$ cat src/rtl/hazard_forward_unit_if.sv
// ID-stage instruction fields, pipeline controls, and registered forwarding results
// exchanged between the pipeline (master) and the hazard/forwarding unit (slave).
interface hazard_forward_unit_if #(
  parameter int AW        = 5,
  parameter int NUM_SRC   = 2,
  parameter int FWD_DEPTH = 2,
  parameter int CNT_W     = 16
);
  localparam int SEL_W = $clog2(FWD_DEPTH + 1);

  logic                     freeze;
  logic                     flush;
  logic                     id_valid;
  logic [AW-1:0]            id_rd;
  logic                     id_regwrite;
  logic                     id_load;
  logic [NUM_SRC*AW-1:0]    id_src_addr;
  logic [NUM_SRC-1:0]       id_src_used;
  logic [NUM_SRC-1:0]       id_src_late;
  logic                     hazard_stall;
  logic [NUM_SRC*SEL_W-1:0] fwd_sel;
  logic [NUM_SRC-1:0]       fwd_late;
  logic [CNT_W-1:0]         stall_count;

  modport master (
    output freeze, flush, id_valid, id_rd, id_regwrite, id_load,
           id_src_addr, id_src_used, id_src_late,
    input  hazard_stall, fwd_sel, fwd_late, stall_count
  );

  modport slave (
    input  freeze, flush, id_valid, id_rd, id_regwrite, id_load,
           id_src_addr, id_src_used, id_src_late,
    output hazard_stall, fwd_sel, fwd_late, stall_count
  );
endinterface

$ cat src/rtl/hazard_forward_unit.sv
// Operand forwarding + load-use hazard detection for the ID instruction; selects registered (1 cycle, align with ID/EX),
// stall combinational; freeze holds all state, flush/stall push a bubble into the private destination-tag pipeline.
module hazard_forward_unit #(
  parameter int AW         = 5,
  parameter int NUM_SRC    = 2,
  parameter int FWD_DEPTH  = 2,
  parameter int LOAD_STAGE = 2,
  parameter int CNT_W      = 16
) (
  input  logic               clk,
  input  logic               rst_n,
  hazard_forward_unit_if.slave hfu_bus
);
  localparam int SEL_W = $clog2(FWD_DEPTH + 1);

  generate
    if (FWD_DEPTH < 1 || LOAD_STAGE < 1 || LOAD_STAGE > FWD_DEPTH) begin : g_bad_params
      $error("hazard_forward_unit: need FWD_DEPTH>=1 and 1<=LOAD_STAGE<=FWD_DEPTH");
    end
  endgenerate

  logic [FWD_DEPTH-1:0]     r_t_vld;
  logic [FWD_DEPTH-1:0]     r_t_wr;
  logic [FWD_DEPTH-1:0]     r_t_ld;
  logic [AW-1:0]            r_t_rd [FWD_DEPTH];
  logic [NUM_SRC*SEL_W-1:0] r_fwd_sel;
  logic [NUM_SRC-1:0]       r_fwd_late;
  logic [CNT_W-1:0]         r_stall_count;

  logic [NUM_SRC*SEL_W-1:0] w_fwd_sel;
  logic [NUM_SRC-1:0]       w_fwd_late;
  logic [NUM_SRC-1:0]       w_src_stall;
  logic                     w_stall;

  // Scan oldest to youngest so the youngest matching tag is the one left standing.
  always_comb begin
    logic          hit;
    logic          hit_ld;
    int            stage;
    logic [AW-1:0] src;
    w_fwd_sel   = '0;
    w_fwd_late  = '0;
    w_src_stall = '0;
    for (int j = 0; j < NUM_SRC; j++) begin
      src    = hfu_bus.id_src_addr[j*AW +: AW];
      hit    = 1'b0;
      hit_ld = 1'b0;
      stage  = 0;
      for (int i = FWD_DEPTH - 1; i >= 0; i--) begin
        if (r_t_vld[i] && r_t_wr[i] && (r_t_rd[i] != '0) && (r_t_rd[i] == src) &&
            hfu_bus.id_src_used[j]) begin
          hit    = 1'b1;
          hit_ld = r_t_ld[i];
          stage  = i + 1;
        end
      end
      if (hit) begin
        w_fwd_sel[j*SEL_W +: SEL_W] = SEL_W'(stage);
        if (hit_ld && (stage < LOAD_STAGE - int'(hfu_bus.id_src_late[j])))
          w_src_stall[j] = 1'b1;
        if (hfu_bus.id_src_late[j] && hit_ld && (stage == LOAD_STAGE - 1))
          w_fwd_late[j] = 1'b1;
      end
    end
    w_stall = hfu_bus.id_valid && !hfu_bus.flush && (|w_src_stall);
  end

  always_ff @(posedge clk or negedge rst_n) begin
    if (!rst_n) begin
      r_t_vld       <= '0;
      r_t_wr        <= '0;
      r_t_ld        <= '0;
      for (int i = 0; i < FWD_DEPTH; i++) r_t_rd[i] <= '0;
      r_fwd_sel     <= '0;
      r_fwd_late    <= '0;
      r_stall_count <= '0;
    end else if (!hfu_bus.freeze) begin
      for (int i = 1; i < FWD_DEPTH; i++) begin
        r_t_vld[i] <= r_t_vld[i-1];
        r_t_wr[i]  <= r_t_wr[i-1];
        r_t_ld[i]  <= r_t_ld[i-1];
        r_t_rd[i]  <= r_t_rd[i-1];
      end
      if (hfu_bus.flush || w_stall) begin
        r_t_vld[0] <= 1'b0;
        r_t_wr[0]  <= 1'b0;
        r_t_ld[0]  <= 1'b0;
        r_t_rd[0]  <= '0;
        r_fwd_sel  <= '0;
        r_fwd_late <= '0;
        if (w_stall && (r_stall_count != {CNT_W{1'b1}}))
          r_stall_count <= r_stall_count + 1'b1;
      end else begin
        r_t_vld[0] <= hfu_bus.id_valid;
        r_t_wr[0]  <= hfu_bus.id_regwrite;
        r_t_ld[0]  <= hfu_bus.id_load;
        r_t_rd[0]  <= hfu_bus.id_rd;
        r_fwd_sel  <= hfu_bus.id_valid ? w_fwd_sel : '0;
        r_fwd_late <= hfu_bus.id_valid ? w_fwd_late : '0;
      end
    end
  end

  assign hfu_bus.hazard_stall = w_stall;
  assign hfu_bus.fwd_sel      = r_fwd_sel;
  assign hfu_bus.fwd_late     = r_fwd_late;
  assign hfu_bus.stall_count  = r_stall_count;
endmodule

$ cat src/flat_wrapper.sv
// flat-port wrapper written by rule: the top's interface ports become plain ports
module hazard_forward_unit_flat 
#(
  parameter int AW         = 5,
  parameter int NUM_SRC    = 2,
  parameter int FWD_DEPTH  = 2,
  parameter int LOAD_STAGE = 2,
  parameter int CNT_W      = 16
)
  (clk, rst_n, hfu_bus_freeze, hfu_bus_flush, hfu_bus_id_valid, hfu_bus_id_rd, hfu_bus_id_regwrite, hfu_bus_id_load, hfu_bus_id_src_addr, hfu_bus_id_src_used, hfu_bus_id_src_late, hfu_bus_hazard_stall, hfu_bus_fwd_sel, hfu_bus_fwd_late, hfu_bus_stall_count);
  hazard_forward_unit_if #(.AW(AW), .NUM_SRC(NUM_SRC), .FWD_DEPTH(FWD_DEPTH), .CNT_W(CNT_W)) hfu_bus_i ();
  input  logic clk;
  input  logic rst_n;
  input wire logic [$bits(hfu_bus_i.freeze)-1:0] hfu_bus_freeze;
  input wire logic [$bits(hfu_bus_i.flush)-1:0] hfu_bus_flush;
  input wire logic [$bits(hfu_bus_i.id_valid)-1:0] hfu_bus_id_valid;
  input wire logic [$bits(hfu_bus_i.id_rd)-1:0] hfu_bus_id_rd;
  input wire logic [$bits(hfu_bus_i.id_regwrite)-1:0] hfu_bus_id_regwrite;
  input wire logic [$bits(hfu_bus_i.id_load)-1:0] hfu_bus_id_load;
  input wire logic [$bits(hfu_bus_i.id_src_addr)-1:0] hfu_bus_id_src_addr;
  input wire logic [$bits(hfu_bus_i.id_src_used)-1:0] hfu_bus_id_src_used;
  input wire logic [$bits(hfu_bus_i.id_src_late)-1:0] hfu_bus_id_src_late;
  output wire logic [$bits(hfu_bus_i.hazard_stall)-1:0] hfu_bus_hazard_stall;
  output wire logic [$bits(hfu_bus_i.fwd_sel)-1:0] hfu_bus_fwd_sel;
  output wire logic [$bits(hfu_bus_i.fwd_late)-1:0] hfu_bus_fwd_late;
  output wire logic [$bits(hfu_bus_i.stall_count)-1:0] hfu_bus_stall_count;
  assign hfu_bus_i.freeze = hfu_bus_freeze;
  assign hfu_bus_i.flush = hfu_bus_flush;
  assign hfu_bus_i.id_valid = hfu_bus_id_valid;
  assign hfu_bus_i.id_rd = hfu_bus_id_rd;
  assign hfu_bus_i.id_regwrite = hfu_bus_id_regwrite;
  assign hfu_bus_i.id_load = hfu_bus_id_load;
  assign hfu_bus_i.id_src_addr = hfu_bus_id_src_addr;
  assign hfu_bus_i.id_src_used = hfu_bus_id_src_used;
  assign hfu_bus_i.id_src_late = hfu_bus_id_src_late;
  assign hfu_bus_hazard_stall = hfu_bus_i.hazard_stall;
  assign hfu_bus_fwd_sel = hfu_bus_i.fwd_sel;
  assign hfu_bus_fwd_late = hfu_bus_i.fwd_late;
  assign hfu_bus_stall_count = hfu_bus_i.stall_count;
  hazard_forward_unit #(.AW(AW), .NUM_SRC(NUM_SRC), .FWD_DEPTH(FWD_DEPTH), .LOAD_STAGE(LOAD_STAGE), .CNT_W(CNT_W)) u_core (.clk(clk), .rst_n(rst_n), .hfu_bus(hfu_bus_i));
endmodule
$ cat config.mk
export PLATFORM = sky130hd
export DESIGN_NAME = hazard_forward_unit_flat
export DESIGN_NICKNAME = d
export VERILOG_FILES = /design/src/rtl/hazard_forward_unit_if.sv /design/src/rtl/hazard_forward_unit.sv /design/src/flat_wrapper.sv
export SDC_FILE = /design/constraint.sdc
export NUM_CORES = 1
export LEC_CHECK = 0
export ABC_AREA = 1
export CELL_PAD_IN_SITES_DETAIL_PLACEMENT = 1
export CELL_PAD_IN_SITES_GLOBAL_PLACEMENT = 1
export CORE_MARGIN = 1.5
export CORE_UTILIZATION = 36
export CTS_CLUSTER_DIAMETER = 150
export DETAILED_ROUTE_END_ITERATION = 16
export PLACE_DENSITY = 0.87
export SYNTH_ARGS = -nofsm -noshare
export SYNTH_HDL_FRONTEND = slang
export SYNTH_SLANG_ARGS = --single-unit
$ cat constraint.sdc
create_clock -name clk -period 2.3 [get_ports clk]
set_clock_uncertainty 0.1 [all_clocks]
set_input_delay 0.23 -clock clk [delete_from_list [all_inputs] [get_ports clk]]
set_output_delay 0.23 -clock clk [all_outputs]
set_load 0.03 [all_outputs]
==> impl_summary.md, run 1 <==
Outcome
The run finished with clean final reports.

Placement
The total of buffers placed on input and output ports is 48. The detailed placer's ending HPWL is 5.04 mm. The post-place instance area is 2920 sq um. Routability-driven placement finished with a final weighted congestion of 0.864. The pre-CTS setup slack is -42.6 ps.

The number of placed instances, taps included, is 455.

Clock network
The sink count of the clock tree is 38. For the worst-skew pair, the clock arrives at the later sink with an insertion delay of 300 ps. Clock-pin slew was measured on the worst setup and hold paths at 80 ps. The H-tree depth is 2.

The number of buffers inserted during clock tree synthesis is 5. TritonCTS built the clock tree. In this run the clock root is driven by a sky130_fd_sc_hd__clkbuf_8. The clock passes through at most 2 buffers.

GRT
The via count of the first global-routing pass is 2,426. The combined global-route utilization of all metal layers is 19.9%. The first global-routing pass estimated 11.3 mm of wire. The maximum number of pins on one net before global-route repair is 39. The initial antenna violation count is 0. The residual overflow from global routing is 0.

Critical path
The cell depth of the worst flop-to-flop path is 11. The reg-to-reg critical path startpoint is u_core.r_t_rd[9]. The most critical setup path has its startpoint at u_core.r_t_rd[9]. The required time reported for the critical path endpoint is 1970 ps. The worst setup path is captured at a primary output. The worst setup path is launched from a flip-flop. The critical path ends at hfu_bus_hazard_stall. Walking the worst path, the cells encountered are buf_4 -> xor2_1 -> nor2_1 -> nand2_1 -> nor2_2 -> nand4_4 -> a21oi_4 -> buf_6. For flop-to-flop paths, the worst setup slack is 190 ps.

The slowest stage of the critical path is the sky130_fd_sc_hd__dfrtp_1 cell. For the worst setup path, the data arrival time is 1890 ps. The endpoint of the lowest-slack register-to-register path is u_core.r_t_ld[0].

In this design, the stage delay of the slowest critical-path cell is 400 ps. The largest fanout on the critical path is 4. The critical path is of the flip-flop to primary output type.

Final layout
The signed area change from the synthesized netlist to the final layout is 33.6%. The number of nets in the finished design is 416. The post-layout instance count excluding filler cells is 467. Registers take 956 sq um. The count of filler cells inserted in the layout is 810. The final instance area is 3110 sq um. The antenna diode instance count is 0. Measured on the finished design, the core utilization comes to 49.3%.

Of the cells placed in the final design, the portion with a size suffix greater than 1 is 11.5%. The multi-input combinational cells in the finished layout cover a total of 1200 sq um.

Drt
The met1 routed wirelength after detailed routing is 2.96 mm. The average wire per standard cell is 14.3 um. Detailed routing placed a total of 282 um of wire on met3.

The count of nets left with antenna violations once routing finished came out at 0. The highest metal layer with signal wires is met4. Using the TritonRoute via totals, the vias-per-cell ratio works out to 5.01.

In the routed design, unresolved DRC markers number 0. The final routed wirelength across all metal layers is 6.67 mm. Before antenna repair, the detailed router went through 4 iterations.

The first-iteration detailed-routing DRC count is 60. The met2 layer wire length in the routed design is 3.33 mm. The vias after detailed routing is 2,342.

STA
Setup violations remaining at the end of the flow were counted as 0. The total count of max-transition violations in the final report is 0. The final hold violation count was 0. The routed design could run at a clock period as short as 2220 ps. Setup slack closes at 84.0 ps. The worst-margin pin slew is 887 ps. Headroom to the max-slew limit came out at 40.9%. The worst hold slack is 393 ps. The highest achievable clock rate is 0.451 GHz. Of the available clock period, the critical path in the final layout requires 96.3%.

Die
The starting density of the core is 36.9%. During I/O placement, the number of pins put on the boundary was 49. The placement row count is 29. The area of the die is 6960 sq um. The floorplan step set the die height to 83.4 um. The total area inside the core boundary comes to 6310 sq um. The width of the die is 83.4 um.

Logic synthesis
Synthesis instantiated 32 different standard cells from the library. The warning count from the yosys run is 0. Ranked by total cell area, the synthesized netlist is headed by sky130_fd_sc_hd__dfrtp_1, sky130_fd_sc_hd__nand2_1, sky130_fd_sc_hd__inv_1, sky130_fd_sc_hd__nand4_1, sky130_fd_sc_hd__nor2_1. The mapped netlist covers 2330 sq um. When the netlist entered floorplanning its net count stood at 355.

Averaged over all synthesized cells, the footprint is 7.10 sq um. The area share of the leading cell type in the synthesized netlist is 40.8%. The share of async-settable or async-resettable flops after synthesis is 100%. Sequential cells were found to cover 40.8% of the synthesized design area. The most frequent cell after synthesis is sky130_fd_sc_hd__nand2_1. The number of enable flip-flop cells after synthesis is 0. Of all cell types, the one taking the most synthesized area is sky130_fd_sc_hd__dfrtp_1. The most instantiated flip-flop cell in the synthesis netlist is sky130_fd_sc_hd__dfrtp_1. After synthesis the netlist holds a flip-flop and latch count of 38. Synthesis produced a netlist whose cell count is 328.

Counting instances in the post-synthesis netlist gives the leading cell types as sky130_fd_sc_hd__nand2_1, sky130_fd_sc_hd__inv_1, sky130_fd_sc_hd__dfrtp_1.

Power and ir drop
The analysis attributes to cell leakage a power of 1.52 nW. The worst-case IR drop observed on VDD is 0.286 mV. For this design the ratio of total power to cell area is 482 nW/um^2.

Job
Max-cap violations in this run came to 0.

Worst hold path
The path class of the tightest hold or removal check is flip-flop to flip-flop.
## how the worst min path moves through the flow
stage / start / to / slack, ps / depth (start not counted)
finish: u_core.r_t_vld[1] / u_core.r_t_vld[1] / 390 / 2
global route: hfu_bus_id_regwrite / u_core.r_t_wr[0] / 400 / 3
CTS: hfu_bus_id_regwrite / u_core.r_t_wr[0] / 390 / 3
detailed placement: rst_n / u_core.hfu_bus.stall_count[11] / 310 / 1
global placement: rst_n / u_core.hfu_bus.stall_count[12] / 290 / 1
floorplan: rst_n / u_core.hfu_bus.fwd_late[0] / -170 / 0
## stage by stage
| step | power [W] | TNS [ps] |
|---|---|---|
| 3_5_place_dp | 0.000928 | -60.7 |
| 6_report | 0.00150 | 0 |
| 2_1_floorplan | 0.000826 | 0 |
| 3_3_place_gp | 0.000921 | 0 |
| 4_1_cts | 0.00151 | 0 |
| 5_1_grt | 0.00158 | -6.59 |
## metal layers
layer / GRT usage (%) / up-vias
li1: - / 1168
met3: 3.88 / 9
met4: 5.22 / 0
met5: 0 / -
met1: 24.4 / 1120
met2: 36.0 / 45
## where the power goes
| group | internal, W | switching (W) |
|---|---|---|
| registers | 0.000693 | 0.0000286 |
| logic | 0.0000843 | 0.000117 |
| clock network | 0.000325 | 0.000251 |
## logic make-up after synthesis
kind of cell             synth area share, %
flip-flops                              40.8
XOR/XNOR                                2.63
AO/OA/AOI/OAI                           8.17
AND/OR/NAND/NOR                         38.3
buffers and inverters                   9.51
adder cells (fa/ha/maj)                0.537
## worst max-delay path: cells and delay by family, from the launching register on
kind            cells  cell delay, ps
xor+xnor            1             160
buf+inv             2             300
simple gates        4             510
compound gates      1             220
flops               1             400
## layout make-up
type / instances / share of cell area [%]
repair buffers: 60 / 18.4
multi-input cells: 235 / 38.5
flip-flops and latches: 38 / 30.7
clock buffers: 7 / 2.45
well taps: 77 / 3.10
inverters: 49 / 5.91
clock inverters: 1 / 0.965
## what timing repair did
action	CTS	global route
hold buffers	1	0
pin swaps	1	2
buffers inserted	0	3
endpoints found under the setup margin	1	4
hold endpoints to repair	38	0
resized for setup	4	11
## layout by cell type, fill, tap and decap left out, types with 4 or more instances in the layout
cell type / count
sky130_fd_sc_hd__buf_4: 11
sky130_fd_sc_hd__inv_1: 45
sky130_fd_sc_hd__o21ai_1: 4
sky130_fd_sc_hd__dfrtp_1: 34
sky130_fd_sc_hd__clkdlybuf4s50_1: 45
sky130_fd_sc_hd__nand2_1: 114
sky130_fd_sc_hd__nor2_1: 21
sky130_fd_sc_hd__clkbuf_8: 5
sky130_fd_sc_hd__xor2_1: 5
sky130_fd_sc_hd__nand4_1: 21
sky130_fd_sc_hd__nand3_1: 13
sky130_fd_sc_hd__o21ai_0: 15
sky130_fd_sc_hd__dfrtp_2: 4
sky130_fd_sc_hd__nor3_1: 8
## sequential cells by signal (all words and copies together), names as in the netlist
name,count
u_core.hfu_bus.fwd_sel,4
u_core.hfu_bus.stall_count,16
u_core.r_t_wr,2
u_core.r_t_ld,2
u_core.r_t_vld,2
u_core.r_t_rd,10
u_core.hfu_bus.fwd_late,2
Power figures use the tool's default switching activity.
==> inputs of run 2 (changes only) <==
--- a/config.mk
+++ b/config.mk
@@ -12,6 +12,7 @@
 export CORE_UTILIZATION = 36
 export CTS_CLUSTER_DIAMETER = 150
 export DETAILED_ROUTE_END_ITERATION = 16
+export GPL_ROUTABILITY_DRIVEN = 0
 export PLACE_DENSITY = 0.87
 export SYNTH_ARGS = -nofsm -noshare
 export SYNTH_HDL_FRONTEND = slang
==> results of run 2 <==
Final layout, timing and power as in run 1 (identical DEF).
